**src/rtl/dma_pkg.sv**
```systemverilog
// Shared types and constants for the data-memory word-copy DMA.
package dma_pkg;

    localparam int unsigned ADDR_W     = 32;
    localparam int unsigned DATA_W     = 32;
    localparam int unsigned WORD_BYTES = 4;

    localparam logic MEMREQ_READ  = 1'b0;
    localparam logic MEMREQ_WRITE = 1'b1;

    typedef enum logic [1:0] {
        IDLE  = 2'd0,
        READ  = 2'd1,
        WRITE = 2'd2,
        DONE  = 2'd3
    } state_t;

    function automatic logic [ADDR_W-1:0] word_align(input logic [ADDR_W-1:0] a);
        return {a[ADDR_W-1:2], 2'b00};
    endfunction

endpackage

```
**src/rtl/dmem_dma_copier.sv**
```systemverilog
// Word-copy DMA initiator: alternates read/write requests on the data-memory
// port to copy len words from src to dst, summing the words copied.
module dmem_dma_copier
    import dma_pkg::*;
#(
    parameter int unsigned p_len_nbits = 16
) (
    input  logic                   clk,
    input  logic                   rst,
    input  logic                   start,
    input  logic [ADDR_W-1:0]      src_addr,
    input  logic [ADDR_W-1:0]      dst_addr,
    input  logic [p_len_nbits-1:0] len,
    output logic                   busy,
    output logic                   done,
    output logic [DATA_W-1:0]      sum,
    output logic                   dmemreq_val,
    output logic                   dmemreq_type,
    output logic [ADDR_W-1:0]      dmemreq_addr,
    output logic [DATA_W-1:0]      dmemreq_wdata,
    input  logic [DATA_W-1:0]      dmemresp_rdata
);

    localparam logic [p_len_nbits-1:0] LEN_ONE  = p_len_nbits'(1);
    localparam logic [ADDR_W-1:0]      PTR_STEP = ADDR_W'(WORD_BYTES);

    state_t                 state_q, state_d;
    logic [ADDR_W-1:0]      src_q, src_d;
    logic [ADDR_W-1:0]      dst_q, dst_d;
    logic [p_len_nbits-1:0] count_q, count_d;
    logic [DATA_W-1:0]      data_q, data_d;
    logic [DATA_W-1:0]      sum_q, sum_d;

    logic                   busy_d, done_d, val_d, type_d;
    logic [ADDR_W-1:0]      addr_d;
    logic [DATA_W-1:0]      wdata_d;

    // Next-state and datapath update.
    always_comb begin
        state_d = state_q;
        src_d   = src_q;
        dst_d   = dst_q;
        count_d = count_q;
        data_d  = data_q;
        sum_d   = sum_q;
        unique case (state_q)
            IDLE: begin
                if (start) begin
                    src_d   = word_align(src_addr);
                    dst_d   = word_align(dst_addr);
                    count_d = len;
                    sum_d   = '0;
                    state_d = (len != '0) ? READ : DONE;
                end
            end
            READ: begin
                data_d  = dmemresp_rdata;
                sum_d   = sum_q + dmemresp_rdata;
                state_d = WRITE;
            end
            WRITE: begin
                src_d   = src_q + PTR_STEP;
                dst_d   = dst_q + PTR_STEP;
                count_d = count_q - LEN_ONE;
                state_d = (count_q == LEN_ONE) ? DONE : READ;
            end
            DONE: begin
                state_d = IDLE;
            end
            default: begin
                state_d = IDLE;
            end
        endcase
    end

    // Port values for the upcoming cycle, decoded from the next state so the
    // outputs can be driven straight from flops.
    always_comb begin
        busy_d  = 1'b0;
        done_d  = 1'b0;
        val_d   = 1'b0;
        type_d  = MEMREQ_READ;
        addr_d  = '0;
        wdata_d = '0;
        unique case (state_d)
            READ: begin
                busy_d = 1'b1;
                val_d  = 1'b1;
                type_d = MEMREQ_READ;
                addr_d = src_d;
            end
            WRITE: begin
                busy_d  = 1'b1;
                val_d   = 1'b1;
                type_d  = MEMREQ_WRITE;
                addr_d  = dst_d;
                wdata_d = data_d;
            end
            DONE: begin
                done_d = 1'b1;
            end
            default: begin
                done_d = 1'b0;
            end
        endcase
    end

    always_ff @(posedge clk) begin
        if (rst) begin
            state_q       <= IDLE;
            src_q         <= '0;
            dst_q         <= '0;
            count_q       <= '0;
            data_q        <= '0;
            sum_q         <= '0;
            busy          <= 1'b0;
            done          <= 1'b0;
            dmemreq_val   <= 1'b0;
            dmemreq_type  <= MEMREQ_READ;
            dmemreq_addr  <= '0;
            dmemreq_wdata <= '0;
        end else begin
            state_q       <= state_d;
            src_q         <= src_d;
            dst_q         <= dst_d;
            count_q       <= count_d;
            data_q        <= data_d;
            sum_q         <= sum_d;
            busy          <= busy_d;
            done          <= done_d;
            dmemreq_val   <= val_d;
            dmemreq_type  <= type_d;
            dmemreq_addr  <= addr_d;
            dmemreq_wdata <= wdata_d;
        end
    end

    assign sum = sum_q;

endmodule
```
**config.mk**
```make
export PLATFORM = sky130hd
export DESIGN_NAME = dmem_dma_copier
export DESIGN_NICKNAME = d
export VERILOG_FILES = /design/src/rtl/dma_pkg.sv /design/src/rtl/dmem_dma_copier.sv
export SDC_FILE = /design/constraint.sdc
export NUM_CORES = 1
export LEC_CHECK = 0
export BUFFER_PORTS_ARGS = -buffer_cell sky130_fd_sc_hd__buf_2
export CAP_MARGIN = 0
export CORE_MARGIN = 5
export CORE_UTILIZATION = 51
export CTS_BUF_LIST = sky130_fd_sc_hd__clkbuf_8
export DETAILED_ROUTE_END_ITERATION = 10
export GPL_TIMING_DRIVEN = 0
export PLACE_DENSITY = 0.78
export SYNTH_ARGS = -nofsm -noshare
export SYNTH_HDL_FRONTEND = slang
export SYNTH_SLANG_ARGS = --single-unit
```
**constraint.sdc**
```tcl
create_clock -name clk -period 4.66 [get_ports clk]
set_clock_uncertainty 0.1 [all_clocks]
set_input_delay 0.233 -clock clk [delete_from_list [all_inputs] [get_ports clk]]
set_output_delay 0.233 -clock clk [all_outputs]
set_load 0.005 [all_outputs]
```
==> impl_metrics.ini, run 1 <==
[route]
drt-total-wl_mm = 33.9
viasPerCell = 6.12
drc_errors = 0
drtIter0Drc = 1072
dr_total_vias = 10300
dr.pass1.iters = 7
wl_per_cell_um = 20.1
ant_nets = 0

[synthesis]
synthAdderAreaFrac_pct = 4.91
yosysUniqueCellTypes = 68
synthesis.nets = 1312
synth_top_cell_area_share_pct = 38.9
synth_compound_area_share_pct = 26.0
synth_simple_gate_area_share_pct = 22.3
synthCells = 1161
synthMuxAreaShare_pct = 0.322
synth_area_um2 = 9320
yosys.area.top_type = dfxtp_1
synth_flop_cell = dfxtp_1
synthXorXnorAreaFrac_pct = 3.38
ys_async_sr_fraction_pct = 0
synth_seq_cells = 181
ys_top_cells_by_area = dfxtp_1 (39%), a21oi_1 (5.6%), nor2_1 (4.8%)
yosys_warnings = 0
synth_top_family_by_area = compound AO/OA/AOI/OAI gates
synth_edf_count = 0
synth.avg_cell_area_um2 = 8.03
ys_seq_area_share_pct = 38.9

[global_route]
antenna_found_initial = 0
grt_pass1_wl_mm = 52.2
grt_overflow = 0
grt_pass1_vias = 9815
grt_max_degree = 17
grt_usage_pct = 30.6

[pwr]
p_leak_nw = 5.08
irDropWorstVdd_v = 0.000247
p_total_mw = 3.69
power_density_nw_per_um2 = 317

[finish]
nFillCells = 1569
area_growth_pct = 24.9
multi_input_area_um2 = 5310
fin_util_pct = 64.8
final_cells = 1686
drive_above_1_share_pct = 17.6
stdcell_area_um2 = 11600
antenna_cells = 0
seq_area_um2 = 3620
nNetsFinal = 1595

[critical_path]
cp_data_required_time_ns = 4.84
endpoint_kind = flop
worstSetupPathType = flop to flop
timing.rr.start = state_q[0]
rrSetupSlack_ns = 1.08
reg2reg_to = dmemreq_addr[29]
crit_arrival_ns = 3.76
path_max_fanout = 10
worstRegToRegCells = 8
startpoint_type = flop

[place]
dp_slack_ns = 1.21
place_hpwl_mm = 24.3
place_inst = 1600
post_dp_cell_area_um2 = 10700
portBuffers = 210
gp_congestion = 0.955

[timing]
whs_ns = 0.0221
max_freq_mhz = 279
tightest_slew_ns = 1.15
relSlewSlack_pct = 23.3
rsz0062_at_grt = no
period_needed_ns = 3.58
worst_slack_ns = 1.08
timing.final.crit_share_pct = 76.8
finalHoldViolCount = 0
maxSlewViolCount = 0
finalSetupViolCount = 0
tns_ns = 0

[worst_hold_path]
worstHoldPathCells = 3
min_from = src_addr[15]
hold_class = input pin to flop
worstHoldEndpoint = src_q[15]

[die]
fp-row-count = 49
die_height_um = 145
core_um2 = 18000
die_w_um = 145
ios = 215
die-area_um2 = 21100
start_util_pct = 51.9

[clock_network]
cts_max_level = 4
ctsResizeCount = 0
root_buffer = clkbuf_8
insertion_delay_ns = 0.47
cts-buffers-inserted = 17
cts_setup_buffers = 0
clk_pin_slew_ns = 0.10
clockBufferDepth = 2
cts.sinks = 181
tritoncts = built

[status]
status = finished clean

[job]
maxCapViolCount = 0
placed cells by master, fill, tap and decap left out, drive strengths merged, types with 5 or more instances in the layout:
| master | count |
|---|---|
| nor2b | 14 |
| a221oi | 7 |
| dlygate4sd3 | 54 |
| or3 | 6 |
| o21bai | 6 |
| ha | 35 |
| nand2 | 108 |
| and3 | 9 |
| a32oi | 5 |
| a41oi | 5 |
| a21oi | 105 |
| a22o | 19 |
| a31oi | 8 |
| nor2 | 120 |
| nand2b | 7 |
| clkbuf | 85 |
| a211oi | 17 |
| nand4 | 21 |
| o21ai | 77 |
| o21a | 7 |
| and2 | 41 |
| inv | 29 |
| nor3 | 26 |
| buf | 222 |
| nor4 | 11 |
| dfxtp | 181 |
| xnor2 | 22 |
| nand3 | 36 |
| nor3b | 6 |
| and4 | 8 |
| o22ai | 34 |
| xor2 | 14 |
| a22oi | 25 |
| a21o | 27 |
registers in the layout (all words and copies together), names as in the netlist:
name           count
count_q           16
dmemreq_addr      32
dmemreq_type       1
dmemreq_val        1
dmemreq_wdata     32
done               1
dst_q             32
src_q             32
state_q            2
sum               32
synthesized netlist by cell type, types with 5 or more instances:
library cell  number
dfxtp_1          181
a21oi_1          105
nor3b_1            5
xnor2_1           22
nand2b_1           7
a32oi_1            5
nor4_1            11
a41oi_1            5
a221oi_1           6
and4_1             8
o21a_1             7
and2_1            41
a21o_1            27
nand4_1           21
nand3_1           36
and3_1             9
inv_1             25
nor3_1            25
o21ai_0           71
o21bai_1           6
a22o_1            19
a31oi_1            8
a22oi_1           25
nor2_1           120
o22ai_1           34
nor2b_1           14
nand2_1          107
a211oi_1          17
or3_1              5
buf_1              8
xor2_1            14
ha_1              35
clkbuf_1          65
o21ai_1            6
final cells by class:
| type | count | area share, % |
|---|---|---|
| multi-input combinational | 877 | 45.6 |
| sequential | 181 | 31.1 |
| timing repair buffer | 264 | 13.7 |
| buffer | 78 | 2.59 |
| tap | 229 | 2.46 |
| clock buffer | 19 | 2.25 |
| clock inverter | 13 | 1.54 |
| inverter | 25 | 0.806 |
critical path, stage by stage, from the launching register on:
cell and delay, ns:
dfxtp_1 0.51, inv_1 0.14, clkbuf_1 0.33, o21ai_1 0.46, clkbuf_1 0.68, nor2_1 0.15
nand2_1 0.14, clkbuf_1 0.54, o21ai_0 0.33
cells by family after synthesis:
logic type,count (synthesis)
flops,181
compound gates,378
simple gates,424
fa+ha+maj,36
xor+xnor,36
buf+inv,103
mux,3
power by group:
part           internal, mW  switching (mW)  total (mW)  leakage [nW]
registers              1.65          0.0907        1.74          1.48
clock network         0.611           0.586        1.20         0.225
logic                 0.306           0.452       0.758          3.37
layer usage:
| layer | vias to the layer above | GRT usage, % | part of all wire, % |
|---|---|---|---|
| li1 | 4815 | - | - |
| met1 | 4733 | 37.0 | 39 |
| met2 | 624 | 50.7 | 46 |
| met3 | 138 | 7.64 | 9.9 |
| met4 | 0 | 15.7 | 5.3 |
| met5 | - | 0 | 0 |
how the worst max path moves through the flow:
stage	start	endpoint	slack [ns]	cells past startpoint
detailed placement	start	dmemreq_addr[15]	1.21	11
global placement	state_q[0]	dmemreq_addr[22]	1.26	8
floorplan	sum[0]	sum[28]	2.10	11
CTS	state_q[0]	dmemreq_addr[22]	1.27	8
finish	state_q[0]	dmemreq_addr[29]	1.08	8
global route	state_q[0]	dmemreq_addr[22]	1.05	8
repair_timing:
item,CTS,global route
endpoints found under the hold margin,56,0
endpoints found under the setup margin,0,0
hold buffers,54,0
No activity file was read; power rests on OpenSTA's default activity.
==> run 2: changes to the inputs <==
--- a/config.mk
+++ b/config.mk
@@ -5,6 +5,7 @@
 export SDC_FILE = /design/constraint.sdc
 export NUM_CORES = 1
 export LEC_CHECK = 0
+export ABC_AREA = 1
 export BUFFER_PORTS_ARGS = -buffer_cell sky130_fd_sc_hd__buf_2
 export CAP_MARGIN = 0
 export CORE_MARGIN = 5
@@ -12,7 +13,7 @@
 export CTS_BUF_LIST = sky130_fd_sc_hd__clkbuf_8
 export DETAILED_ROUTE_END_ITERATION = 10
 export GPL_TIMING_DRIVEN = 0
-export PLACE_DENSITY = 0.78
+export PLACE_DENSITY = 0.77
 export SYNTH_ARGS = -nofsm -noshare
 export SYNTH_HDL_FRONTEND = slang
 export SYNTH_SLANG_ARGS = --single-unit
==> constraint.sdc (replaced) <==
create_clock -name clk -period 3.3 [get_ports clk]
set_clock_uncertainty 0.1 [all_clocks]
set_input_delay 0.165 -clock clk [delete_from_list [all_inputs] [get_ports clk]]
set_output_delay 0.165 -clock clk [all_outputs]
set_load 0.005 [all_outputs]
==> impl_metrics.ini, run 2 <==
[status]
status = finished clean

[timing]
tns_ns = 0
rsz0062_at_grt = no
worst_slack_ns = 0.790
finalSetupViolCount = 0
period_needed_ns = 2.51
relSlewSlack_pct = 41.3
tightest_slew_ns = 0.880
timing.final.crit_share_pct = 76.0
finalHoldViolCount = 0
max_freq_mhz = 398
maxSlewViolCount = 0

[synthesis]
yosys.area.top_type = dfxtp_1
synth_area_um2 = 10800
synth_top_cell_area_share_pct = 33.6
synth.avg_cell_area_um2 = 6.40
synthCells = 1687
ys_seq_area_share_pct = 33.6
synth_edf_count = 0
yosysUniqueCellTypes = 48
synth_seq_cells = 181
yosys_warnings = 0
synthTopCellsByCount = nand2_1 (483), inv_1 (252), dfxtp_1 (181), nor2_1 (164), nand3_1 (123)
ys_async_sr_fraction_pct = 0
synthesis.nets = 1838
yosysMostFrequentCell = nand2_1
synth_flop_cell = dfxtp_1
ys_top_cells_by_area = dfxtp_1 (34%), nand2_1 (17%), inv_1 (8.8%)

[finish]
layout_common_cells = nand2_1 (483), inv_1 (254), buf_2 (230), dfxtp_1 (181), nor2_1 (164)
seq_area_um2 = 3620
nFillCells = 2046
nNetsFinal = 2164
drive_above_1_share_pct = 15.7
multi_input_area_um2 = 5910
layout_commonest_cell = nand2_1
area_growth_pct = 25.9

[critical_path]
reg2reg_to = dmemreq_addr[9]
worstSetupPathType = flop to flop
timing.rr.start = state_q[0]
cp_data_required_time_ns = 3.54
crit_arrival_ns = 2.75
startpoint_type = flop
path_max_fanout = 10
endpoint_kind = flop
worstRegToRegCells = 8
rrSetupSlack_ns = 0.79

[clock_network]
cts.sinks = 181
cts-buffers-inserted = 17
root_buffer = clkbuf_8
clk_pin_slew_ns = 0.11
tritoncts = built
clockBufferDepth = 2
insertion_delay_ns = 0.48
cts_max_level = 4

[die]
core_um2 = 21000
start_util_pct = 51.5
die_w_um = 155
ios = 215
die_height_um = 155
fp-row-count = 53
die-area_um2 = 24200

[worst_hold_path]
min_from = src_addr[23]
hold_class = input pin to flop
worstHoldEndpoint = dmemreq_addr[23]
worstHoldPathCells = 5

[pwr]
irDropWorstVdd_v = 0.000239
power_density_nw_per_um2 = 400
p_leak_nw = 6.79

[global_route]
grt_usage_pct = 32.4
globalRouteMet3Util_pct = 4.76
grtUsageMet1_pct = 45.6
grt_pass1_wl_mm = 61.7
grt_overflow = 0
busiest_layer = met2
grt_pass1_vias = 11500
grt_max_degree = 17
grt_util_met2_pct = 50.6
antenna_found_initial = 1

[route]
wl_per_cell_um = 17.4
drc_errors = 0
dr_total_vias = 12500
dr.pass1.iters = 6
viasPerCell = 5.42
drtIter0Drc = 1319
ant_nets = 0
drt-total-wl_mm = 40.1

[job]
maxCapViolCount = 0

[place]
gp_congestion = 0.984
dp_slack_ns = 0.873
portBuffers = 209
place_hpwl_mm = 30.2
[run 2: where the power goes]
| part | switching (mW) | total (mW) | internal, mW |
|---|---|---|---|
| sequential | 0.123 | 2.45 | 2.33 |
| clock | 0.882 | 1.66 | 0.779 |
| combinational | 0.819 | 1.32 | 0.498 |
| total | 1.82 | 5.43 | 3.60 |
[run 2: how the worst max path moves through the flow]
stage | from | slack, ns | endpoint | cells after the start
detailed placement | state_q[0] | 0.87 | dmemreq_addr[9] | 8
CTS | state_q[0] | 0.84 | dmemreq_addr[9] | 8
global placement | state_q[0] | 0.86 | dmemreq_addr[9] | 8
global route | src_q[2] | 0.68 | dmemreq_addr[24] | 10
finish | state_q[0] | 0.79 | dmemreq_addr[9] | 8
floorplan | sum[0] | 1.38 | sum[16] | 13
[run 2: per-layer routing]
layer | share of wire (%) | routed length [um]
met2 | 44 | 17700
met1 | 43 | 17400
met3 | 9.6 | 3860
met4 | 2.9 | 1160
met5 | 0.017 | 7
[run 2: through the flow]
step	instances	util [%]	area [um2]	power [mW]	hold WS, ns
after floorplan	1687	-	10800	3.23	0.177
after global placement	2171	58.1	12200	3.67	0.295
after detailed placement	2171	58.1	12200	3.69	0.299
after CTS	2301	64.8	13600	5.41	0.000896
after global routing	2301	64.8	13600	5.69	0.000649
final	2302	64.8	13600	5.43	0.0224
[run 2: kinds of logic (layout without fill, tap and decap cells)]
| logic type | count (synthesis) | after routing | synth area share (%) |
|---|---|---|---|
| simple gates | 866 | 866 | 34.3 |
| buf+inv | 311 | 650 | 11.7 |
| compound gates | 287 | 287 | 15.7 |
| flops | 181 | 181 | 33.6 |
| fa+ha+maj | 36 | 36 | 4.24 |
| xor+xnor | 6 | 6 | 0.487 |
| other cells | 0 | 1 | 0 |
[run 2: repair_timing]
action,in CTS,in global routing
gates resized for setup,0,0
hold buffers,98,0
buffers inserted,0,0
hold endpoints to repair,110,0
[run 2: final cells by class]
class | instances | share of cell area [%]
clock inverters | 14 | 1.28
plain buffers | 50 | 2.02
flip-flops and latches | 181 | 26.7
inverters | 261 | 7.25
repair buffers | 307 | 14.9
multi-input cells | 1195 | 43.5
diodes | 1 | 0.0184
clock buffers | 18 | 1.82
well taps | 275 | 2.53
[run 2: critical path: stages, from the launching register on]
cell	delay [ns]
dfxtp_1	0.34
buf_6	0.18
inv_2	0.10
nor2_4	0.33
inv_2	0.16
nor2_4	0.22
inv_2	0.16
clkbuf_1	0.35
o21ai_0	0.42
==> run 3: changes to the inputs <==
--- a/config.mk
+++ b/config.mk
@@ -5,7 +5,7 @@
 export SDC_FILE = /design/constraint.sdc
 export NUM_CORES = 1
 export LEC_CHECK = 0
-export ABC_AREA = 1
+export ABC_AREA = 0
 export BUFFER_PORTS_ARGS = -buffer_cell sky130_fd_sc_hd__buf_2
 export CAP_MARGIN = 0
 export CORE_MARGIN = 5
@@ -13,7 +13,7 @@
 export CTS_BUF_LIST = sky130_fd_sc_hd__clkbuf_8
 export DETAILED_ROUTE_END_ITERATION = 10
 export GPL_TIMING_DRIVEN = 0
-export PLACE_DENSITY = 0.77
+export PLACE_DENSITY = 0.78
 export SYNTH_ARGS = -nofsm -noshare
 export SYNTH_HDL_FRONTEND = slang
 export SYNTH_SLANG_ARGS = --single-unit
==> constraint.sdc (replaced) <==
create_clock -name clk -period 2.61 [get_ports clk]
set_clock_uncertainty 0.1 [all_clocks]
set_input_delay 0.1305 -clock clk [delete_from_list [all_inputs] [get_ports clk]]
set_output_delay 0.1305 -clock clk [all_outputs]
set_load 0.005 [all_outputs]
==> impl_metrics.ini, run 3 (synthesis gave the netlist of run 1 again) <==
[status]
status = finished with violations
violations = negative setup slack

[clock_network]
cts-buffers-inserted = 17
root_buffer = clkbuf_8
clk_pin_slew_ns = 0.09
tritoncts = built
cts.sinks = 181
insertion_delay_ns = 0.48
clockBufferDepth = 2
cts_max_level = 4

[timing]
maxSlewViolCount = 0
finalHoldViolCount = 0
rsz0062_at_grt = yes
max_freq_mhz = 382
tns_ns = -0.00855
period_needed_ns = 2.62
tightest_slew_ns = 0.822
timing.final.crit_share_pct = 100
finalSetupViolCount = 1
relSlewSlack_pct = 45.2
worst_slack_ns = -0.00855

[finish]
nFillCells = 1461
area_growth_pct = 33.6
antenna_cells = 0
nNetsFinal = 1638
layout_common_cells = buf_2 (215), dfxtp_1 (162), nor2_1 (115), nand2_1 (105), a21oi_1 (100)
layout_commonest_cell = buf_2
final_cells = 1729
drive_above_1_share_pct = 23.5

[critical_path]
cp_data_required_time_ns = 2.82
worstSetupPathType = flop to flop
startpoint_type = flop
rrSetupSlack_ns = -0.009
path_max_fanout = 10
crit_arrival_ns = 2.83
endpoint_kind = flop

[die]
die_w_um = 145
start_util_pct = 51.9
core_um2 = 18000
ios = 215
die_height_um = 145
die-area_um2 = 21100
fp-row-count = 49

[route]
wl_per_cell_um = 20.6
ant_nets = 0
wl_met2_mm = 16.7
dr_total_vias = 10700
viasPerCell = 6.18
drt-met1-wl_mm = 13.4
highest_layer = met4
drtIter0Drc = 1088
drt-total-wl_mm = 35.7
wl_met3_mm = 3.58
dr.pass1.iters = 6
drc_errors = 0

[global_route]
grt_usage_pct = 32.0
grt_pass1_wl_mm = 54.6
grt_pass1_vias = 10300
grt_max_degree = 17
antenna_found_initial = 0
grt_overflow = 0

[place]
place_hpwl_mm = 24.3
dp_slack_ns = -0.742
portBuffers = 210
gp_congestion = 0.955
place_inst = 1600

[pwr]
irDropWorstVdd_v = 0.000443
power_density_nw_per_um2 = 541
p_leak_nw = 5.45

[job]
maxCapViolCount = 0

[worst_hold_path]
hold_class = input pin to flop
run 3: changes by cell type in the layout (fill, tap and decap cells not counted), moves of 17 or more:
cell,change
a21o_1,+20
o22ai_1,+27
dfxtp_2,+17
nand2_1,-378
xnor2_1,+21
nor2_1,-49
dfxtp_1,-19
clkbuf_1,+29
a22o_1,+19
inv_1,-227
and2_1,+37
nand3_1,-88
run 3: final timing paths:
check | startpoint | end | cells after the start
hold / removal | src_addr[30] | src_q[30] | 4
setup / recovery | state_q[1] | dmemreq_addr[14] | 6
setup reg to reg | state_q[1] | dmemreq_addr[14] | 6
hold reg to reg | dst_q[0] | dst_q[0] | 1
run 3: power by group:
part	internal, mW	total [mW]	leakage, nW	switching (mW)
Combinational	0.628	1.48	3.73	0.851
Sequential	2.95	3.12	1.49	0.171
Clock	1.09	2.14	0.225	1.05
run 3: cell type report:
class,instances,area (um2),share of cell area [%]
buffer,69,307,2.46
clock buffer,19,262,2.10
clock inverter,13,179,1.44
inverter,25,93.8,0.754
multi-input combinational,877,5580,44.8
sequential,181,3650,29.3
tap,229,287,2.30
timing repair buffer,316,2090,16.8
run 3: stage by stage:
stage / area (um2) / hold WS [ns] / util, % / power (mW)
floorplan: 9320 / 0.122 / - / 3.91
global placement: 10700 / 0.251 / 59.4 / 4.39
detailed placement: 10700 / 0.255 / 59.4 / 4.41
CTS: 12300 / 0.00464 / 68.3 / 6.64
global route: 12500 / 0.0279 / 69.3 / 7.00
finish: 12500 / 0.0220 / 69.3 / 6.74
run 3: layer usage:
metal	GRT usage, %	up-vias
met5	0	-
met4	17.1	0
met3	7.33	164
met2	53.7	706
met1	38.1	4938
li1	-	4885
run 3: what timing repair did:
action	4_1_cts	5_1_grt
setup buffers	6	3
hold buffers	97	0
cloned	0	0
endpoints found under the hold margin	108	0
gates resized for setup	57	63
endpoints found under the setup margin	105	75
pin swaps	6	9
run 3: worst max-delay path, cell delays in order (launching register included):
cell and delay (ns):
dfxtp_1 0.31, buf_2 0.28, clkbuf_1 0.50, clkbuf_1 0.62
a21oi_1 0.15, o22ai_1 0.35, o22ai_1 0.14
